===== src/rtl/pipeline_ctrl_if.sv =====
// Pipeline control bundle: hazard/stall requests coming from the datapath
// stages and the stall/flush/redirect controls going back to them.
interface pipeline_ctrl_if;
  logic       i_stall_req;
  logic       d_stall_req;
  logic [4:0] d_rs;
  logic [4:0] d_rt;
  logic       d_uses_rs;
  logic       d_uses_rt;
  logic       e_memread;
  logic [4:0] e_wreg;
  logic       e_mdu_start;
  logic       e_mdu_div;
  logic       m_exception;

  logic       stall_f;
  logic       stall_d;
  logic       stall_e;
  logic       stall_m;
  logic       flush_d;
  logic       flush_e;
  logic       flush_m;
  logic       flush_w;
  logic       redirect_valid;
  logic       mdu_busy;

  // Datapath side: raises requests, obeys controls
  modport master (
    output i_stall_req, d_stall_req, d_rs, d_rt, d_uses_rs, d_uses_rt,
           e_memread, e_wreg, e_mdu_start, e_mdu_div, m_exception,
    input  stall_f, stall_d, stall_e, stall_m,
           flush_d, flush_e, flush_m, flush_w, redirect_valid, mdu_busy
  );

  // Controller side
  modport slave (
    input  i_stall_req, d_stall_req, d_rs, d_rt, d_uses_rs, d_uses_rt,
           e_memread, e_wreg, e_mdu_start, e_mdu_div, m_exception,
    output stall_f, stall_d, stall_e, stall_m,
           flush_d, flush_e, flush_m, flush_w, redirect_valid, mdu_busy
  );
endinterface


===== src/rtl/pipeline_ctrl.sv =====
// Five-stage pipeline hazard controller. Resolves exception, data-memory
// wait, multiply/divide occupancy, load-use and fetch-wait causes in fixed
// priority order, and sequences multi-cycle MDU ops in E with a small FSM.
// MULT_CYCLES and DIV_CYCLES are expected to lie in 2..65 (6-bit counter).
module pipeline_ctrl #(
  parameter int MULT_CYCLES = 3,
  parameter int DIV_CYCLES  = 32
) (
  input logic           clk,
  input logic           reset,
  pipeline_ctrl_if.slave bus
);

  typedef enum logic [1:0] {
    MDU_IDLE,
    MDU_BUSY,
    MDU_DONE
  } mdu_state_t;

  // The start cycle and the final counter==0 cycle both stall E, hence N-2
  localparam logic [5:0] MULT_LOAD = 6'(MULT_CYCLES - 2);
  localparam logic [5:0] DIV_LOAD  = 6'(DIV_CYCLES - 2);

  mdu_state_t state, state_next;
  logic [5:0] count, count_next;
  logic       mdu_hold;
  logic       load_use;

  assign mdu_hold = ((state == MDU_IDLE) && bus.e_mdu_start) || (state == MDU_BUSY);

  assign load_use = bus.e_memread && (bus.e_wreg != 5'd0) &&
                    ((bus.d_uses_rs && (bus.d_rs == bus.e_wreg)) ||
                     (bus.d_uses_rt && (bus.d_rt == bus.e_wreg)));

  // MDU state and counter register; reset always leaves the unit idle
  always_ff @(posedge clk) begin
    if (reset) begin
      state <= MDU_IDLE;
      count <= 6'd0;
    end else begin
      state <= state_next;
      count <= count_next;
    end
  end

  // MDU sequencing: exceptions abort, data-memory waits freeze progress
  always_comb begin
    state_next = state;
    count_next = count;
    if (bus.m_exception) begin
      state_next = MDU_IDLE;
      count_next = 6'd0;
    end else if (!bus.d_stall_req) begin
      case (state)
        MDU_IDLE: begin
          if (bus.e_mdu_start) begin
            state_next = MDU_BUSY;
            count_next = bus.e_mdu_div ? DIV_LOAD : MULT_LOAD;
          end
        end
        MDU_BUSY: begin
          if (count == 6'd0) begin
            state_next = MDU_DONE;
          end else begin
            count_next = count - 6'd1;
          end
        end
        MDU_DONE: begin
          state_next = MDU_IDLE;
        end
        default: begin
          state_next = MDU_IDLE;
          count_next = 6'd0;
        end
      endcase
    end
  end

  // Stall/flush decode: only the highest-priority active cause drives outputs
  always_comb begin
    bus.stall_f        = 1'b0;
    bus.stall_d        = 1'b0;
    bus.stall_e        = 1'b0;
    bus.stall_m        = 1'b0;
    bus.flush_d        = 1'b0;
    bus.flush_e        = 1'b0;
    bus.flush_m        = 1'b0;
    bus.flush_w        = 1'b0;
    bus.redirect_valid = 1'b0;
    bus.mdu_busy       = 1'b0;
    if (reset) begin
      bus.flush_d = 1'b1;
      bus.flush_e = 1'b1;
      bus.flush_m = 1'b1;
      bus.flush_w = 1'b1;
    end else begin
      bus.mdu_busy = (state == MDU_BUSY) || (state == MDU_DONE);
      if (bus.m_exception) begin
        bus.flush_d        = 1'b1;
        bus.flush_e        = 1'b1;
        bus.flush_m        = 1'b1;
        bus.redirect_valid = 1'b1;
      end else if (bus.d_stall_req) begin
        bus.stall_f = 1'b1;
        bus.stall_d = 1'b1;
        bus.stall_e = 1'b1;
        bus.stall_m = 1'b1;
        bus.flush_w = 1'b1;
      end else if (mdu_hold) begin
        bus.stall_f = 1'b1;
        bus.stall_d = 1'b1;
        bus.stall_e = 1'b1;
        bus.flush_m = 1'b1;
      end else if (load_use) begin
        bus.stall_f = 1'b1;
        bus.stall_d = 1'b1;
        bus.flush_e = 1'b1;
      end else if (bus.i_stall_req) begin
        bus.stall_f = 1'b1;
        bus.flush_d = 1'b1;
      end
    end
  end

endmodule


===== src/flat_wrapper.sv =====
// flat-port wrapper written by rule: the top's interface ports become plain ports
module pipeline_ctrl_flat 
#(
  parameter int MULT_CYCLES = 3,
  parameter int DIV_CYCLES  = 32
)
  (clk, reset, bus_i_stall_req, bus_d_stall_req, bus_d_rs, bus_d_rt, bus_d_uses_rs, bus_d_uses_rt, bus_e_memread, bus_e_wreg, bus_e_mdu_start, bus_e_mdu_div, bus_m_exception, bus_stall_f, bus_stall_d, bus_stall_e, bus_stall_m, bus_flush_d, bus_flush_e, bus_flush_m, bus_flush_w, bus_redirect_valid, bus_mdu_busy);
  pipeline_ctrl_if bus_i ();
  input logic clk;
  input logic reset;
  input wire logic [$bits(bus_i.i_stall_req)-1:0] bus_i_stall_req;
  input wire logic [$bits(bus_i.d_stall_req)-1:0] bus_d_stall_req;
  input wire logic [$bits(bus_i.d_rs)-1:0] bus_d_rs;
  input wire logic [$bits(bus_i.d_rt)-1:0] bus_d_rt;
  input wire logic [$bits(bus_i.d_uses_rs)-1:0] bus_d_uses_rs;
  input wire logic [$bits(bus_i.d_uses_rt)-1:0] bus_d_uses_rt;
  input wire logic [$bits(bus_i.e_memread)-1:0] bus_e_memread;
  input wire logic [$bits(bus_i.e_wreg)-1:0] bus_e_wreg;
  input wire logic [$bits(bus_i.e_mdu_start)-1:0] bus_e_mdu_start;
  input wire logic [$bits(bus_i.e_mdu_div)-1:0] bus_e_mdu_div;
  input wire logic [$bits(bus_i.m_exception)-1:0] bus_m_exception;
  output wire logic [$bits(bus_i.stall_f)-1:0] bus_stall_f;
  output wire logic [$bits(bus_i.stall_d)-1:0] bus_stall_d;
  output wire logic [$bits(bus_i.stall_e)-1:0] bus_stall_e;
  output wire logic [$bits(bus_i.stall_m)-1:0] bus_stall_m;
  output wire logic [$bits(bus_i.flush_d)-1:0] bus_flush_d;
  output wire logic [$bits(bus_i.flush_e)-1:0] bus_flush_e;
  output wire logic [$bits(bus_i.flush_m)-1:0] bus_flush_m;
  output wire logic [$bits(bus_i.flush_w)-1:0] bus_flush_w;
  output wire logic [$bits(bus_i.redirect_valid)-1:0] bus_redirect_valid;
  output wire logic [$bits(bus_i.mdu_busy)-1:0] bus_mdu_busy;
  assign bus_i.i_stall_req = bus_i_stall_req;
  assign bus_i.d_stall_req = bus_d_stall_req;
  assign bus_i.d_rs = bus_d_rs;
  assign bus_i.d_rt = bus_d_rt;
  assign bus_i.d_uses_rs = bus_d_uses_rs;
  assign bus_i.d_uses_rt = bus_d_uses_rt;
  assign bus_i.e_memread = bus_e_memread;
  assign bus_i.e_wreg = bus_e_wreg;
  assign bus_i.e_mdu_start = bus_e_mdu_start;
  assign bus_i.e_mdu_div = bus_e_mdu_div;
  assign bus_i.m_exception = bus_m_exception;
  assign bus_stall_f = bus_i.stall_f;
  assign bus_stall_d = bus_i.stall_d;
  assign bus_stall_e = bus_i.stall_e;
  assign bus_stall_m = bus_i.stall_m;
  assign bus_flush_d = bus_i.flush_d;
  assign bus_flush_e = bus_i.flush_e;
  assign bus_flush_m = bus_i.flush_m;
  assign bus_flush_w = bus_i.flush_w;
  assign bus_redirect_valid = bus_i.redirect_valid;
  assign bus_mdu_busy = bus_i.mdu_busy;
  pipeline_ctrl #(.MULT_CYCLES(MULT_CYCLES), .DIV_CYCLES(DIV_CYCLES)) u_core (.clk(clk), .reset(reset), .bus(bus_i));
endmodule

===== config.mk =====
export PLATFORM = sky130hd
export DESIGN_NAME = pipeline_ctrl_flat
export DESIGN_NICKNAME = d
export VERILOG_FILES = /design/src/rtl/pipeline_ctrl_if.sv /design/src/rtl/pipeline_ctrl.sv /design/src/flat_wrapper.sv
export SDC_FILE = /design/constraint.sdc
export NUM_CORES = 1
export LEC_CHECK = 0
export ABC_AREA = 1
export CORE_MARGIN = 2
export CORE_UTILIZATION = 42
export CTS_CLUSTER_SIZE = 14
export DETAILED_ROUTE_END_ITERATION = 12
export PLACE_DENSITY = 0.79
export SETUP_SLACK_MARGIN = 0.05
export SYNTH_ARGS = -nofsm -noshare
export SYNTH_HDL_FRONTEND = slang
export SYNTH_SLANG_ARGS = --single-unit

===== constraint.sdc =====
create_clock -name clk -period 1.7 [get_ports clk]
set_input_delay 0.34 -clock clk [delete_from_list [all_inputs] [get_ports clk]]
set_output_delay 0.34 -clock clk [all_outputs]
set_load 0.01 [all_outputs]

==> impl_metrics.toml <==
[sta]
max_freq_mhz = 573
finalHoldViolCount = 0
min_period_ns = 1.75
clock_skew_ns = 0.00421
slew_violations = 0
relSlewSlack_pct = 84.8
worst_pin_slew_ns = 0.226
period_share_pct = 103
setup_viol = 2
setup_slack_ns = -0.0452
rsz0062_at_grt = "true"

[synthesis]
yosysWarnings = 0
synthCells = 154
yosys_register_bits = 8
synth_area_um2 = 848
synth.distinct_cells = 21
syn_nets = 184
synth_area_per_cell_um2 = 5.51
ys_seq_area_share_pct = 18.9

[drt]
drt_iter0_markers = 20
wl_mm = 2.44
drt-vias-per-instance = 4.68
drcViolationCount = 0
vias = 1080
dr.pass1.iters = 4
wl_per_cell_um = 10.6
postRouteAntennaNets = 0

[setup_path]
r2r_slack_ns = 0.18
startpoint_type = "input port"
cp-startpoint = "bus_e_mdu_start"
arrival_ns = 1.41
reg2reg_depth = 11
rr_startpoint = "u_core.state[0]$_SDFFE_PP0P_"
crit_required_ns = 1.36
rr_endpoint = "u_core.count[5]$_SDFFE_PP0P_"
timing_worst_setup_path_type = "in -> out"
cp-end-kind = "output port"
crit_fanout = 3

[final_layout]
final_area_um2 = 1330
n_antenna_cell = 0
fin_cells = 231
drive_gt1_share_pct = 26.5
area_growth_pct = 57.2
fill_cells = 183
fin_util_pct = 68.7
nets = 236

[cts]
cts.sinks = 8
clk_pin_slew_ns = 0.05
cts.htree.levels = 1
cts-hold-fix-buffers = 0
root_buffer = "clkbuf_4"
numCtsBuffers = 3
cts_tree = "done"
clockBufferDepth = 2
insertion_delay_ns = 0.26

[power]
p_total_uw = 602
intPower_uw = 396
p_leak_uw = 0.000744
switching_power_uw = 206
power_frac_seq_pct = 34.0
clock_power_share_pct = 23.9
netSwitchingFraction_pct = 34.3
peakVddDrop_mv = 0.526
combPwrFrac_pct = 42.1
power.density_nw_per_um2 = 451

[floorplanning]
io_pins = 35
row_count = 16
die_w_um = 48.9
initial_core_util_pct = 43.7
die_y_um = 48.9
core_um2 = 1940
dieArea_um2 = 2400

[placed_design]
gp_congestion = 0.791
placed_area_um2 = 1310
pre_cts_ws_ns = -0.728
dp_hpwl_mm = 1.90
port-buffer-count = 34
dpl.cell_count = 226

[grt]
grt_pass1_wl_mm = 3.94
grt_max_degree = 9
grtUsageTotal_pct = 20.7
grt_pass1_vias = 995
grt-ovfl-total = 0
antenna_found_initial = 0

[job]
cap_violations = 0

[run_status]
status = "finished with violations"
failed_checks = "negative setup slack"

[worst_hold_path]
worstHoldEndpoint = "u_core.state[0]$_SDFFE_PP0P_"
holdPathStages = 2
hold_path_class = "reg -> reg"
hp-start = "u_core.state[0]$_SDFFE_PP0P_"
## cell type report
cell class,instances,area [µm²],share of cell area (%)
Clock buffer,3,22.5,1.69
Inverter,33,129,9.66
Multi-Input combinational cell,112,608,45.6
Sequential cell,8,165,12.4
Tap cell,27,33.8,2.53
Timing Repair Buffer,48,375,28.1
## layout by cell type (no fill, tap or decap)
cell type	instances
nor3_1	1
dfxtp_2	1
o21bai_1	1
o21ai_1	1
inv_1	27
inv_4	2
nand2_2	2
o22ai_1	1
clkdlybuf4s15_1	2
dlymetal6s2s_1	3
nor2_4	1
or2_2	2
nand4_1	1
ha_1	2
clkdlybuf4s15_2	1
buf_4	14
nand3_2	1
buf_2	8
a211oi_1	1
inv_2	4
nand3_1	10
nand2_1	48
nor3_4	1
clkbuf_2	5
nor2_2	3
clkdlybuf4s50_1	4
nor2_1	17
ha_4	3
dlygate4sd2_1	11
clkbuf_4	3
dfxtp_1	6
o21ai_4	1
a21oi_1	7
a21oi_2	1
dfxtp_4	1
o21ai_0	7
## metal layers
layer | global-route usage, % | vias up | routed length [µm]
met2 | 41.3 | 27 | 1290
li1 | - | 571 | -
met4 | 4.29 | 0 | 19
met5 | 0 | - | 0
met3 | 4.91 | 4 | 103
met1 | 21.5 | 478 | 1030
## critical path: stages
cell             delay [ns]
clkdlybuf4s50_1        0.45
a21oi_2                0.18
nand2_2                0.09
inv_2                  0.06
nand2_1                0.04
nand2_1                0.07
nand2_1                0.05
buf_2                  0.13
## power groups by stage
stage / Clock (µW) / Sequential, µW / Combinational (µW)
after floorplan: 0 / 205 / 133
after global placement: 0 / 207 / 258
after detailed placement: 0 / 207 / 265
after CTS: 148 / 204 / 249
after global routing: 162 / 206 / 281
final: 144 / 205 / 253
## kinds of logic (layout without fill, tap and decap cells)
kind of cell | count (synthesis) | after routing | synth area share, %
adder cells (fa/ha/maj) | 5 | 5 | 7.37
flip-flops | 8 | 8 | 18.9
buffers and inverters | 34 | 84 | 15.2
AO/OA/AOI/OAI | 20 | 20 | 13.9
AND/OR/NAND/NOR | 87 | 87 | 44.7
## worst max path at each step
stage	end	slack, ns
after floorplan	bus_flush_e	0.20
after global placement	bus_flush_e	-0.69
after detailed placement	bus_stall_f	-0.73
after CTS	bus_stall_f	-0.07
after global routing	bus_stall_f	-0.12
final	bus_stall_f	-0.05
## flip-flops by register name, indices dropped and copies added, names as in the netlist
| name | flops |
|---|---|
| u_core.state | 2 |
| u_core.count | 6 |
## stage by stage
| step | setup TNS [ns] | hold WS, ns |
|---|---|---|
| floorplan | 0 | 0.455 |
| global placement | -4.25 | 0.476 |
| detailed placement | -4.39 | 0.485 |
| CTS | -0.182 | 0.502 |
| global route | -0.362 | 0.551 |
| finish | -0.0794 | 0.531 |
## synth_stat cells
library cell | n | area (µm²)
buf_2 | 1 | 5.00
o21ai_0 | 8 | 40.0
or2_2 | 2 | 12.5
dfxtp_1 | 8 | 160
a211oi_1 | 1 | 7.51
ha_1 | 5 | 62.6
o22ai_1 | 1 | 6.26
nor3_1 | 1 | 5.00
nand3_2 | 1 | 10.0
inv_1 | 31 | 116
nand4_1 | 1 | 6.26
nor2_2 | 2 | 12.5
nand3_1 | 10 | 50.1
a21oi_1 | 8 | 40.0
inv_2 | 2 | 7.51
nor2_1 | 18 | 67.6
o21ai_4 | 1 | 16.3
nand2_1 | 50 | 188
o21bai_1 | 1 | 7.51
nor3_4 | 1 | 16.3
nor2_4 | 1 | 11.3
## repair_timing
| action | 4_1_cts | 5_1_grt |
|---|---|---|
| endpoints found under the setup margin | 10 | 10 |
| pin swaps | 18 | 8 |
| cloned | 0 | 0 |
| resized for setup | 64 | 24 |
| setup buffers | 1 | 1 |
| endpoints found under the hold margin | 0 | 0 |
(Power assumes the default switching activity.)
